--- config.mk ---
export PLATFORM = sky130hd
export DESIGN_NAME = alu_sequencer
export DESIGN_NICKNAME = d
export VERILOG_FILES = /design/src/rtl/alu_sequencer.sv
export SDC_FILE = /design/constraint.sdc
export NUM_CORES = 1
export LEC_CHECK = 0
export CELL_PAD_IN_SITES_DETAIL_PLACEMENT = 2
export CELL_PAD_IN_SITES_GLOBAL_PLACEMENT = 2
export CORE_MARGIN = 8
export CORE_UTILIZATION = 28
export DETAILED_ROUTE_END_ITERATION = 6
export GPL_TIMING_DRIVEN = 0
export PLACE_DENSITY = 0.92
export SKIP_LAST_GASP = 1
export SYNTH_ARGS = -nofsm -noshare
export SYNTH_HDL_FRONTEND = slang
export SYNTH_SLANG_ARGS = --single-unit
--- constraint.sdc ---
create_clock -name clk -period 3.8 [get_ports clk]
set_input_delay 0.76 -clock clk [delete_from_list [all_inputs] [get_ports clk]]
set_output_delay 0.76 -clock clk [all_outputs]
set_load 0.1 [all_outputs]
--- src/rtl/alu_sequencer.sv ---
// alu_sequencer: command/result sequencer for the 16-bit ALU datapath.
// It takes one command at a time, drives the operand buses and the big-mux
// select, then returns the captured mux output over a valid/ready result port.
// Opcodes with cmdOp[3:2] == 2'b11 are iterated. Each pass feeds the mux output
// back as operand A, and the pass count comes from cmdB[CNT_W-1:0].
// Optional feature macro: ALU_SEQ_FLAGS_EN. When it is defined, resFlags
// carries the registered {N, Z} of resData. When it is not defined, resFlags
// is tied to 2'b00.

module alu_sequencer #(
  parameter int WIDTH = 16,
  parameter int CNT_W = 4
) (
  input  logic             clk,
  input  logic             rst,
  input  logic             cmdValid,
  output logic             cmdReady,
  input  logic [3:0]       cmdOp,
  input  logic [WIDTH-1:0] cmdA,
  input  logic [WIDTH-1:0] cmdB,
  output logic [3:0]       muxSel,
  output logic [WIDTH-1:0] opA,
  output logic [WIDTH-1:0] opB,
  input  logic [WIDTH-1:0] muxOut,
  output logic             resValid,
  input  logic             resReady,
  output logic [WIDTH-1:0] resData,
  output logic [1:0]       resFlags
);

  typedef enum logic [1:0] {
    IDLE = 2'd0,
    EXEC = 2'd1,
    ITER = 2'd2,
    DONE = 2'd3
  } state_t;

  state_t state_q, state_d;

  logic [3:0]       opCode_q, opCode_d;
  logic [WIDTH-1:0] opA_q, opA_d;
  logic [WIDTH-1:0] opB_q, opB_d;
  logic [CNT_W-1:0] cnt_q, cnt_d;
  logic [WIDTH-1:0] resData_q, resData_d;

  logic             accept;
  logic             cmdIsIter;
  logic [CNT_W-1:0] cmdCnt;
  logic             resLoad;
  logic [WIDTH-1:0] resNext;

  // Decode the incoming command: iterated ops live in the top opcode quarter.
  always_comb begin
    accept    = cmdValid && cmdReady;
    cmdIsIter = (cmdOp[3:2] == 2'b11);
    cmdCnt    = cmdB[CNT_W-1:0];
  end

  // State register. An asynchronous reset aborts any op in flight.
  always_ff @(posedge clk or posedge rst) begin
    if (rst) begin
      state_q <= IDLE;
    end else begin
      state_q <= state_d;
    end
  end

  // Next-state logic. A count of zero skips the function units entirely.
  always_comb begin
    state_d = state_q;
    case (state_q)
      IDLE: begin
        if (accept) begin
          if (cmdIsIter) begin
            state_d = (cmdCnt == '0) ? DONE : ITER;
          end else begin
            state_d = EXEC;
          end
        end
      end
      EXEC: begin
        state_d = DONE;
      end
      ITER: begin
        if (cnt_q == CNT_W'(1)) begin
          state_d = DONE;
        end
      end
      DONE: begin
        if (resReady) begin
          state_d = IDLE;
        end
      end
      default: begin
        state_d = IDLE;
      end
    endcase
  end

  // Outputs. Only IDLE accepts work, only DONE presents a result, and the mux
  // select is parked at input 0 whenever no unit pass is in progress.
  always_comb begin
    cmdReady = (state_q == IDLE) && !rst;
    resValid = (state_q == DONE);
    muxSel   = 4'd0;
    case (state_q)
      EXEC:    muxSel = opCode_q;
      ITER:    muxSel = {2'b10, opCode_q[1:0]};
      default: muxSel = 4'd0;
    endcase
  end

  // Datapath next values. Operands hold unless a command is taken or an
  // iteration pass writes back into operand A. The result is loaded once,
  // on the final pass or directly from cmdA when the pass count is zero.
  always_comb begin
    opCode_d = opCode_q;
    opA_d    = opA_q;
    opB_d    = opB_q;
    cnt_d    = cnt_q;
    resLoad  = 1'b0;
    resNext  = muxOut;
    case (state_q)
      IDLE: begin
        if (accept) begin
          opCode_d = cmdOp;
          opA_d    = cmdA;
          opB_d    = cmdB;
          cnt_d    = cmdCnt;
          if (cmdIsIter && (cmdCnt == '0)) begin
            resLoad = 1'b1;
            resNext = cmdA;
          end
        end
      end
      EXEC: begin
        resLoad = 1'b1;
        resNext = muxOut;
      end
      ITER: begin
        opA_d = muxOut;
        cnt_d = cnt_q - CNT_W'(1);
        if (cnt_q == CNT_W'(1)) begin
          resLoad = 1'b1;
          resNext = muxOut;
        end
      end
      default: begin
        resLoad = 1'b0;
      end
    endcase
    resData_d = resLoad ? resNext : resData_q;
  end

  // Datapath registers. They are cleared on reset so an aborted op leaves no trace.
  always_ff @(posedge clk or posedge rst) begin
    if (rst) begin
      opCode_q  <= 4'd0;
      opA_q     <= '0;
      opB_q     <= '0;
      cnt_q     <= '0;
      resData_q <= '0;
    end else begin
      opCode_q  <= opCode_d;
      opA_q     <= opA_d;
      opB_q     <= opB_d;
      cnt_q     <= cnt_d;
      resData_q <= resData_d;
    end
  end

  assign opA     = opA_q;
  assign opB     = opB_q;
  assign resData = resData_q;

`ifdef ALU_SEQ_FLAGS_EN
  logic [1:0] flags_q, flags_d;

  // Flags are computed from the value being loaded into resData, so they
  // always update in the same cycle as the result.
  always_comb begin
    flags_d = flags_q;
    if (resLoad) begin
      flags_d = {resNext[WIDTH-1], (resNext == '0)};
    end
  end

  // Flag register. It holds alongside resData while DONE waits for resReady.
  always_ff @(posedge clk or posedge rst) begin
    if (rst) begin
      flags_q <= 2'b00;
    end else begin
      flags_q <= flags_d;
    end
  end

  assign resFlags = flags_q;
`else
  assign resFlags = 2'b00;
`endif

endmodule

## After elaboration in Yosys (flattened, before gate mapping)

Cells that the tools add are included.

| word-level totals | value |
|---|---|
| input port bits | 56 |
| logic and storage cells | 43 |
| bits in latches | 0 |
| memories kept | 0 |
| bits in registers | 58 |
| ROM bits | 0 |
| output and inout port bits | 56 |
| memory bits (writable) | 0 |

| cells by class | value |
|---|---|
| shifts and indexed selects | 0 |
| multiply operators | 0 |
| eq/ne operators | 8 |
| $lt $le $gt $ge | 0 |
| div/mod/pow operators | 0 |
| add/subtract/negate cells | 1 |
| bitwise operators | 0 |
| reduce and logical (&&, ||, !) cells | 10 |
| mux-type cells | 18 |

Operators with widths:

| operator | number |
|---|---|
| two-way mux 16 bit | 4 |
| one-hot mux 16 bit (2 select lines) | 1 |
| one-hot mux 4 bit (2 select lines) | 2 |
| two-way mux 2 bit | 4 |
| one-hot mux 2 bit (4 select lines) | 1 |
| equality test 2 bit, second input constant | 3 |
| equality test 4 x 1 -> 1 bit, second input constant | 1 |
| zero test 4 bit | 1 |
| two-way mux 1 bit | 4 |
| two-way mux 4 bit | 1 |
| != test 2 bit, second input constant | 2 |
| AND reduction 2 bit | 2 |
| subtractor 4 x 1 -> 4 bit, second input constant | 1 |
| logical AND 1 bit | 3 |
| one-hot mux 1 bit (3 select lines) | 1 |
| AND reduction 3 bit | 1 |
| equality test 2 x 1 -> 1 bit, second input constant | 1 |
| zero test 2 bit | 1 |
| != test 2 x 1 -> 1 bit, second input constant | 1 |
| nonzero test 2 bit | 1 |
| zero test 1 bit | 1 |

## Longest topological paths before layout

| logic depth | value |
|---|---|
| depth after elaboration | 5 |
| depth in mapped cells | 8 |
| depth with buffers taken out | 6 |

## Least setup slack after synthesis

OpenSTA, ideal clock, no wires.

| timing | value |
|---|---|
| path type | reg2out |
| start point | register state_q[0] |
| end point | output muxSel[0] |
| stages on the path, launching flop included | 7 |
| setup slack | 0.436 ns |
| path buffers | 2 |
| arrival time | 2.604 ns |
| data required time | 3.040 ns |
| cells stage by stage | dfrtp_1 -> inv_1 -> ha_1 -> buf_2 -> clkbuf_1 -> o21ai_0 -> nor2_1 |

| between the ends | value |
|---|---|
| word-level cells in the longest chain between the ends | 2 |
| elaborated cells on any way between the ends | 3 |
| those cells by class | 2 x eq/ne; 1 x mux |

RTL lines:

| what | line | source |
|---|---|---|
| start, declared | 38 | `state_t state_q, state_d;` |
| start signal, assigned | 64 | `state_q <= state_d;` |
| equality test 2 bit / equality test 2 x 1 -> 1 bit (equally long branches) | 106 | `case (state_q)` |
| one-hot mux 4 bit (2 select lines) * | 106 |  |
| end, declared | 21 | `output logic [3:0] muxSel,` |

Every way passes the cells marked *; elsewhere a longest branch is shown, timed or not.

## Final worst setup path

| timing | value |
|---|---|
| start point | register state_q[0] |
| end point | output cmdReady |

| between the ends | value |
|---|---|
| word-level cells in the longest chain between the ends | 2 |

RTL lines:

| what | line | source |
|---|---|---|
| zero test 2 bit | 103 | `cmdReady = (state_q == IDLE) && !rst;` |
| logical AND 1 bit | 103 |  |
| end, declared | 17 | `output logic cmdReady,` |

Every way passes these cells.

==> impl_metrics.yaml <==
run_status:
  status: "finished clean"
synthesis:
  ys_seq_area_share_pct: 52.5
  ys.flop_type: "dfrtp_1"
  synth-xor-area-share_pct: 0
  synth_area_leaders: "dfrtp_1 53%, mux2_2 8.6%, o221a_2 6.5%, mux2i_1 6.2%, o21ai_0 4.3%"
  ys_types: 34
  netlist_instances: 235
  synthAdderAreaFrac_pct: 3.62
  synth_area_um2: 2760
  synth_top_cells_by_count: "58 x dfrtp_1, 24 x o21ai_0, 22 x nand2_1"
  yosysMostFrequentCell: "dfrtp_1"
  synth_area_per_cell_um2: 11.8
  synth_top_area_share_pct: 52.5
  yosys_warnings: 0
  synth.mux.area_fraction_pct: 14.7
  synth-edff-count: 0
  synthArstFlopShare_pct: 100
  yosys.area_share.simple_pct: 10.9
  synth_compound_area_share_pct: 14.1
  ys_seq_elements: 58
  synth_top_family_by_area: "multiplexers"
  netlist.top_cell.by_area: "dfrtp_1"
detailed_routing:
  wire_per_inst_um: 19.9
  vias: 2311
  routed_wl_mm: 9.82
  drc: 0
  viasPerCell: 4.68
  firstDrtPassIters: 4
  ant_nets: 0
  drtIter0Drc: 66
floorplanning:
  die-area_um2: 13300
  rows: 36
  core_area_um2: 9680
  die_y_um: 115
  ioPinCount: 112
  die_x_um: 115
  start_util_pct: 28.5
grt:
  antenna_found_initial: 0
  gr-total-overflow: 0
  grt_max_degree: 32
  grt_pass1_wl_mm: 15.6
  track_usage_pct: 15.5
  grt_pass1_vias: 2747
placement:
  portBuffers: 109
  routabilityCongestion: 0.742
  dp_hpwl_mm: 7.78
cells_and_area:
  diodes: 0
  post-route-util_pct: 43.5
  final.fill_count: 1016
  multi_input_area_um2: 1200
  area_delta_synth_final_pct: 52.5
  fin_nets: 420
  regArea_um2: 1450
  drive_gt1_share_pct: 18.3
critical_path:
  arrival_ns: 2.63
  cp_max_fo: 5
  cp.required_ns: 3.04
  endpoint_kind: "output port"
  criticalPathCategory: "reg2out"
  critical_path_buf_inv_count: 2
  startpoint_type: "flip-flop"
  crit_family: "buffers and inverters"
  crit_chain: "inv_1 > ha_1 > nor2b_1 > clkdlybuf4s50_1"
  critPathSlowestCell: "clkdlybuf4s50_1"
  cp_slowest_stage_delay_ns: 1.19
clocking:
  cts_tree: "built"
  htreeDepth: 3
  cts-buffers-inserted: 9
  postCtsHoldBufs: 0
  postCtsSetupRepairBufs: 0
  clkLatencyLatePin_ns: 0.34
  clk_pin_slew_worst_paths_ns: 0.07
  cts_buffer_depth: 2
  clockRootBuffer: "clkbuf_8"
  cts.sinks: 58
sta:
  fin_crit_ns: 3.39
  fmaxAchievable_mhz: 295
  worst_pin_slew_ns: 1.02
  rsz0062_at_grt: "false"
  fin_skew_ns: 0.00966
  hold_viol: 0
  final.period_utilization_pct: 89.1
  maxSlewHeadroom_pct: 31.9
  slew_violations: 0
  finalSetupViolCount: 0
run:
  drv_cap: 0
worst_hold_path:
  min_path_type: "reg2reg"
==> cells in the final DEF (no fill, tap or decap), drive strengths merged, types with 2 or more instances in the layout <==
cell type | synthesis | routed
mux2i | 17 | 17
mux2 | 21 | 21
o21ai | 24 | 24
conb | 1 | 2
clkdlybuf4s50 | 0 | 106
nand2b | 10 | 10
clkbuf | 8 | 23
dfrtp | 58 | 58
inv | 10 | 10
buf | 6 | 7
nand2 | 22 | 22
a21oi | 5 | 5
nor2 | 4 | 4
o221a | 16 | 16
or2b | 7 | 7
or3 | 3 | 3
o211ai | 2 | 2
ha | 8 | 8
clkinv | 0 | 2
==> state kept, by name, indices dropped and copies added, names as in the netlist <==
| name | flops |
|---|---|
| cnt_q | 4 |
| opCode_q | 4 |
| resData | 16 |
| state_q | 2 |
| opB | 16 |
| opA | 16 |
==> path summary, 6_finish.rpt <==
path                            cells after the start  slack, ns       start          end
worst min register to register                      2       0.49      opA[4]       opA[4]
worst min-delay path                                2       0.49      opA[4]       opA[4]
min in group asynchronous                           2       0.90         rst     cnt_q[3]
worst max register to register                      7       1.26  state_q[0]   resData[0]
worst max-delay path                                4       0.41  state_q[0]     cmdReady
max in group asynchronous                           3       2.31         rst  opCode_q[0]
==> worst register-to-register path: stages, from the launching register on <==
cell,delay (ns)
dfrtp_1,0.43
inv_1,0.15
ha_1,0.29
nand3b_1,0.35
nor4_4,0.41
clkbuf_1,0.52
nand2b_1,0.14
o221a_2,0.15
==> cells by family after synthesis <==
group,Yosys count
other cells,1
simple gates,54
compound gates,52
mux,38
fa+ha+maj,8
flops,58
buf+inv,24
==> final cells by class <==
| class | instances | share of cell area (%) |
|---|---|---|
| plain buffers | 13 | 1.69 |
| clock buffers | 14 | 4.10 |
| clock inverters | 2 | 0.237 |
| inverters | 10 | 0.890 |
| multi-input cells | 154 | 28.6 |
| flip-flops and latches | 58 | 34.4 |
| well taps | 133 | 3.95 |
| repair buffers | 110 | 26.2 |
==> what timing repair did <==
| action | in CTS | in global routing |
|---|---|---|
| endpoints found under the setup margin | 3 | 3 |
| resized for setup | 5 | 4 |
| pin swaps | 0 | 0 |
==> routing by layer <==
layer  vias to the layer above  routed length [um]  share of wire (%)  track usage [%]
met1                      1178                3820                 39             16.6
met5                         -                   0                  0                0
met4                         0                 129                1.3             5.78
met3                        11                 397                4.0             3.47
met2                        49                5460                 56             28.8
li1                       1073                   -                  -                -
==> per-stage QoR <==
| step | instances | setup WS [ns] | instance area [um2] | TNS, ns | hold slack [ns] |
|---|---|---|---|---|---|
| after CTS | 495 | -0.179 | 4230 | -0.179 | 0.495 |
| final | 494 | 0.413 | 4220 | 0 | 0.488 |
| after floorplan | 236 | 0.436 | 2770 | 0 | 0.472 |
| after global placement | 478 | 0.0743 | 4030 | 0 | 0.463 |
| after global routing | 494 | 0.275 | 4220 | 0 | 0.523 |
| after detailed placement | 479 | -0.0796 | 4050 | -0.159 | 0.480 |
Power is left out: the tool's default activity adds up to more than one toggle a clock period on the data nets, which glitch-free logic cannot reach.
